**config.mk**
```make
export PLATFORM = sky130hd
export DESIGN_NAME = game_tick_gen
export DESIGN_NICKNAME = d
export VERILOG_FILES = /design/src/rtl/game_tick_pkg.sv /design/src/rtl/tick_divider.sv /design/src/rtl/game_tick_gen.sv
export SDC_FILE = /design/constraint.sdc
export NUM_CORES = 1
export LEC_CHECK = 0
export ABC_AREA = 0
export CORE_MARGIN = 2
export CORE_UTILIZATION = 60
export DETAILED_ROUTE_END_ITERATION = 6
export DONT_BUFFER_PORTS = 1
export GPL_TIMING_DRIVEN = 0
export PLACE_DENSITY = 0.78
export SLEW_MARGIN = 20
export SYNTH_ARGS = -nofsm -noshare
export SYNTH_HDL_FRONTEND = slang
export SYNTH_SLANG_ARGS = --single-unit
```
**constraint.sdc**
```tcl
create_clock -name clk -period 4.75 [get_ports clk]
set_input_delay 0.95 -clock clk [delete_from_list [all_inputs] [get_ports clk]]
set_output_delay 0.95 -clock clk [all_outputs]
set_load 0.005 [all_outputs]
```
**src/rtl/game_tick_pkg.sv**
```systemverilog
// Shared types and helpers for the game timing generator: control states and
// level-to-period arithmetic.
package game_tick_pkg;

  localparam int LEVEL_W_DEF = 5;

  // 64-bit arithmetic holds any LEVEL_W + clog2(LEVEL_STEP+1) product used in practice.
  localparam int CALC_W = 64;

  typedef enum logic [1:0] {
    IDLE,
    RUN,
    PAUSED
  } tick_state_t;

  function automatic logic [CALC_W-1:0] level_period(
    input logic [CALC_W-1:0] level,
    input logic [CALC_W-1:0] base,
    input logic [CALC_W-1:0] step,
    input logic [CALC_W-1:0] min
  );
    logic [CALC_W-1:0] prod;
    prod = level * step;
    if (prod > base - min) return min;
    return base - prod;
  endfunction

  function automatic logic [CALC_W-1:0] soft_period(
    input logic [CALC_W-1:0] lp,
    input int unsigned       shift
  );
    logic [CALC_W-1:0] sp;
    sp = lp >> shift;
    if (sp == '0) sp = 1;
    return sp;
  endfunction

endpackage

```
**src/rtl/tick_divider.sv**
```systemverilog
// Free-running period divider with a registered one-cycle tick; wraps as soon as
// the count reaches period-1, so a shortened period fires on the next cycle.
module tick_divider #(
  parameter int W = 4
) (
  input  logic         clk,
  input  logic         rst,
  input  logic         en,
  input  logic         clr,
  input  logic [W-1:0] period,
  output logic         tick,
  output logic         wrap
);

  logic [W-1:0] cnt;

  assign wrap = en && !clr && (({1'b0, cnt} + (W+1)'(1)) >= {1'b0, period});

  // NOTE: sequential state uses non-blocking assignments so every register
  // samples pre-edge values regardless of statement order.
  always_ff @(posedge clk or posedge rst) begin
    if (rst) begin
      cnt  <= '0;
      tick <= 1'b0;
    end else if (clr) begin
      cnt  <= '0;
      tick <= 1'b0;
    end else if (en) begin
      cnt  <= wrap ? '0 : cnt + W'(1);
      tick <= wrap;
    end else begin
      tick <= 1'b0;
    end
  end

endmodule

```
**src/rtl/game_tick_gen.sv**
```systemverilog
// Level-scaled gravity tick generator with soft drop and run/pause/idle control.
// Define GAME_TICK_SECONDS_EN to add the seconds tick and elapsed-seconds counter.
module game_tick_gen
  import game_tick_pkg::*;
#(
  parameter int unsigned BASE_PERIOD = 25000000,
  parameter int unsigned LEVEL_STEP  = 2000000,
  parameter int unsigned MIN_PERIOD  = 2500000,
  parameter int unsigned LEVEL_W     = LEVEL_W_DEF,
  parameter int unsigned SOFT_SHIFT  = 3,
  parameter int unsigned SEC_PERIOD  = 100000000,
  parameter int unsigned SEC_W       = 16
) (
  input  logic               clk,
  input  logic               rst,
  input  logic               start,
  input  logic               pause,
  input  logic               stop,
  input  logic [LEVEL_W-1:0] level,
  input  logic               soft_drop,
  output logic               grav_tick,
  output logic               running,
  output logic               sec_tick,
  output logic [SEC_W-1:0]   elapsed_s
);

  localparam int CNT_W = $clog2(BASE_PERIOD + 1);

  tick_state_t state;
  logic [CNT_W-1:0] ep_d, ep_q;
  logic div_en, div_clr;
  logic grav_wrap_unused;

  // NOTE: ep_d gets its default first so the conditional override cannot infer a latch.
  always_comb begin
    ep_d = CNT_W'(level_period(CALC_W'(level), CALC_W'(BASE_PERIOD),
                               CALC_W'(LEVEL_STEP), CALC_W'(MIN_PERIOD)));
    if (soft_drop)
      ep_d = CNT_W'(soft_period(level_period(CALC_W'(level), CALC_W'(BASE_PERIOD),
                                             CALC_W'(LEVEL_STEP), CALC_W'(MIN_PERIOD)),
                                SOFT_SHIFT));
  end

  always_ff @(posedge clk or posedge rst) begin
    if (rst) ep_q <= CNT_W'(BASE_PERIOD);
    else     ep_q <= ep_d;
  end

  // Counting stops in the very cycle pause rises, which also drops any pending tick.
  assign div_en  = (state == RUN) && !pause && !stop && !start;
  assign div_clr = (state == IDLE) || start || stop;

  always_ff @(posedge clk or posedge rst) begin
    if (rst) begin
      state   <= IDLE;
      running <= 1'b0;
    end else if (stop) begin
      state   <= IDLE;
      running <= 1'b0;
    end else if (start) begin
      if (state != IDLE && pause) begin
        state   <= PAUSED;
        running <= 1'b0;
      end else begin
        state   <= RUN;
        running <= 1'b1;
      end
    end else begin
      case (state)
        RUN: if (pause) begin
          state   <= PAUSED;
          running <= 1'b0;
        end
        PAUSED: if (!pause) begin
          state   <= RUN;
          running <= 1'b1;
        end
        default: begin
          state   <= IDLE;
          running <= 1'b0;
        end
      endcase
    end
  end

  tick_divider #(.W(CNT_W)) u_grav (
    .clk    (clk),
    .rst    (rst),
    .en     (div_en),
    .clr    (div_clr),
    .period (ep_q),
    .tick   (grav_tick),
    .wrap   (grav_wrap_unused)
  );

`ifdef GAME_TICK_SECONDS_EN
  localparam int SEC_CNT_W = $clog2(SEC_PERIOD + 1);

  logic sec_wrap;

  tick_divider #(.W(SEC_CNT_W)) u_sec (
    .clk    (clk),
    .rst    (rst),
    .en     (div_en),
    .clr    (div_clr),
    .period (SEC_CNT_W'(SEC_PERIOD)),
    .tick   (sec_tick),
    .wrap   (sec_wrap)
  );

  // Counting on the wrap keeps elapsed_s in step with the sec_tick it accompanies.
  always_ff @(posedge clk or posedge rst) begin
    if (rst)                           elapsed_s <= '0;
    else if (div_clr)                  elapsed_s <= '0;
    else if (sec_wrap && ~&elapsed_s)  elapsed_s <= elapsed_s + SEC_W'(1);
  end
`else
  assign sec_tick  = 1'b0;
  assign elapsed_s = '0;
`endif

endmodule
```
==> results.sh <==
export IMPL_use_met1_pct=26.9
export IMPL_place_ws_ns=0.0851
export IMPL_final_layout_size_suffix_gt1_share_pct=14.9
export IMPL_cts_sinks=51
export IMPL_critPathRequiredTime_ns=4.94
export IMPL_cp_max_fo=10
export IMPL_r2r_worst_path_cells=15
export IMPL_clockRootBuffer="clkbuf_8"
export IMPL_tightest_slew_ns=0.848
export IMPL_ctsHoldBuffers=0
export IMPL_die_area_mm2=0.00879
export IMPL_grt_busiest_layer="met2"
export IMPL_cts_path_max_buffers=2
export IMPL_slew_headroom_pct=43.0
export IMPL_rsz0062_at_grt="false"
export IMPL_drt_wl_total_mm=9.46
export IMPL_dr_pass1_iters=4
export IMPL_placementRows=32
export IMPL_setup_ws_ns=0.373
export IMPL_synth_top_family_by_area="simple AND/OR/NAND/NOR gates"
export IMPL_gp_congestion=0.914
export IMPL_yosys_most_used_dff="dfrtp_1"
export IMPL_cts_resized=0
export IMPL_die_y_um=93.7
export IMPL_synth_seq_area_share_pct=26.7
export IMPL_hold_viol_final=0
export IMPL_post_dp_cell_area_mm2=0.00505
export IMPL_synth_most_common_cell="ha_1"
export IMPL_design_area_mm2=0.00516
export IMPL_max_freq_mhz=228
export IMPL_nets=618
export IMPL_synthMuxAreaShare_pct=1.27
export IMPL_critPathKind="reg2reg"
export IMPL_outcome="complete, no violations"
export IMPL_netlist_instances=524
export IMPL_grt_overflow=0
export IMPL_avgRoutedWirePerCell_um=14.5
export IMPL_final_util_pct=66.5
export IMPL_finalCriticalPeriod_ns=4.38
export IMPL_clk_pin_slew_worst_paths_ns=0.09
export IMPL_port_buffers=0
export IMPL_end_kind="flop"
export IMPL_instances_no_fill=651
export IMPL_ys_ff_latch=51
export IMPL_pin_count=30
export IMPL_synth_area_leaders="dfrtp_1 (20%), ha_1 (14%), dfstp_2 (6.5%)"
export IMPL_drtIter0Drc=118
export IMPL_whs_ns=0.520
export IMPL_hp_class="reg2reg"
export IMPL_regToRegSetupSlack_ns=0.37
export IMPL_endpoint="u_grav.cnt[12]"
export IMPL_groute_usage_overall_pct=22.6
export IMPL_reg2reg_from="u_grav.cnt[0]"
export IMPL_power_density_mw_per_mm2=331
export IMPL_grt_max_degree=27
export IMPL_synth_compound_area_share_pct=18.0
export IMPL_antenna_left=0
export IMPL_drc=0
export IMPL_clkLatencyLatePin_ns=0.31
export IMPL_cts_tree="yes"
export IMPL_synth_simple_area_share_pct=19.7
export IMPL_drv_slew=0
export IMPL_synth_top_cell_by_area="dfrtp_1"
export IMPL_startpoint_type="flop"
export IMPL_met2_usage_pct=42.1
export IMPL_start_util_pct=62.2
export IMPL_yosys_top_cells_count="ha_1 (53), dfrtp_1 (39), inv_1 (39), nor2_1 (38), xnor2_1 (32)"
export IMPL_yosysWarnings=0
export IMPL_avgSynthCellArea_um2=9.22
export IMPL_htree_levels=2
export IMPL_design_power_total_mw=1.71
export IMPL_postCtsSetupBuffers=0
export IMPL_antenna_found_initial=0
export IMPL_async_flop_share_pct=100
export IMPL_post_route_period_util_pct=92.2
export IMPL_coreArea_mm2=0.00777
export IMPL_antennaDiodeCount=0
export IMPL_cts_buffers=5
export IMPL_skew_ns=0.00912
export IMPL_grt_pass1_vias=3689
export IMPL_synthAdderAreaFrac_pct=16.2
export IMPL_synthXorXnorAreaFrac_pct=9.61
export IMPL_crit_start="u_grav.cnt[0]"
export IMPL_vias=3686
export IMPL_dpl_cell_count=643
export IMPL_synthToLayoutAreaGrowth_pct=6.86
export IMPL_p_leak_nw=2.54
export IMPL_synth_cell_types=73
export IMPL_finalSetupViolCount=0
export IMPL_syn_area_mm2=0.00483
export IMPL_r2r_end="u_grav.cnt[12]"
export IMPL_synth_edf_count=0
export IMPL_fill_cells=655
export IMPL_avgViaCountPerCell=5.66
export IMPL_grt_pass1_wl_mm=16.3
export IMPL_arrival_ns=4.57
export IMPL_die_x_um=93.7
export IMPL_hp_start="u_grav.cnt[11]"
export IMPL_gr_usage_met3_pct=3.05
export IMPL_drv_cap=0
export IMPL_dp_hpwl_mm=7.70
export IMPL_synth_top_cell_area_share_pct=20.2
export IMPL_ir_drop_mv=0.223
export IMPL_fin_tns_setup_ns=0
-- worst min path at each step --
stage / to / depth (start not counted)
2_1_floorplan: u_grav.cnt[11] / 1
3_3_place_gp: u_grav.cnt[11] / 1
3_5_place_dp: u_grav.cnt[11] / 1
4_1_cts: u_grav.cnt[11] / 1
5_1_grt: u_grav.cnt[11] / 1
6_report: u_grav.cnt[11] / 1
-- worst max-delay path, stage by stage, from the launching register on --
cell and delay [ns]:
dfrtp_1 0.43, ha_1 0.24, and3_1 0.23, nand4_1 0.25, nor3_1 0.52, nand3_1 0.27, nor2_1 0.19, xor2_1 0.11
ha_1 0.31, and3_1 0.18, nand2_1 0.07, o31ai_2 0.62, and3b_1 0.27, buf_6 0.13, buf_6 0.14, a221o_1 0.30
-- routing by layer --
layer	vias up	wire length [µm]
li1	1881	-
met1	1732	4100
met2	61	4940
met3	12	282
met4	0	141
met5	-	0
-- sequential cells by signal (all words and copies together) (netlist names) --
signal       flops
state            1
ep_q            23
u_grav.tick      1
running          1
u_grav.cnt      25
-- power breakdown --
group	switching, mW	internal (mW)	leakage [nW]	total (mW)
Clock	0.137	0.170	0.0612	0.308
Sequential	0.0236	0.554	0.647	0.578
Combinational	0.471	0.352	1.83	0.823
-- cells in the final DEF, fill, tap and decap left out, drive strengths merged, types with 3 or more instances in the layout --
cell / count
a211oi: 5
a21o: 12
a21oi: 26
a221o: 8
a22o: 16
and2: 7
and3: 9
and4: 4
buf: 33
clkbuf: 12
conb: 17
dfrtp: 39
dfstp: 12
fa: 6
ha: 53
inv: 39
mux2i: 5
nand2: 26
nand2b: 8
nand3: 18
nand4: 16
nor2: 40
nor2b: 7
nor3: 12
nor3b: 5
nor4: 5
o21ai: 14
or2: 3
xnor2: 32
xor2: 21
-- layout make-up --
class / instances / area [µm²] / area share [%]
Multi-Input combinational cell: 412 / 3200 / 61.9
Clock buffer: 6 / 82.6 / 1.60
Inverter: 39 / 146 / 2.83
Clock inverter: 2 / 35.0 / 0.678
Buffer: 38 / 263 / 5.09
Sequential cell: 51 / 1290 / 25.0
Tap cell: 102 / 128 / 2.47
Timing Repair Buffer: 1 / 20.0 / 0.388
-- logic make-up (layout without fill, tap and decap cells) --
kind of cell	after synthesis	count (layout)
compound gates	107	107
xor+xnor	53	53
fa+ha+maj	59	59
buf+inv	77	86
flops	51	51
mux	6	6
other cells	1	17
simple gates	170	170
No activity file was read; power rests on OpenSTA's default activity.
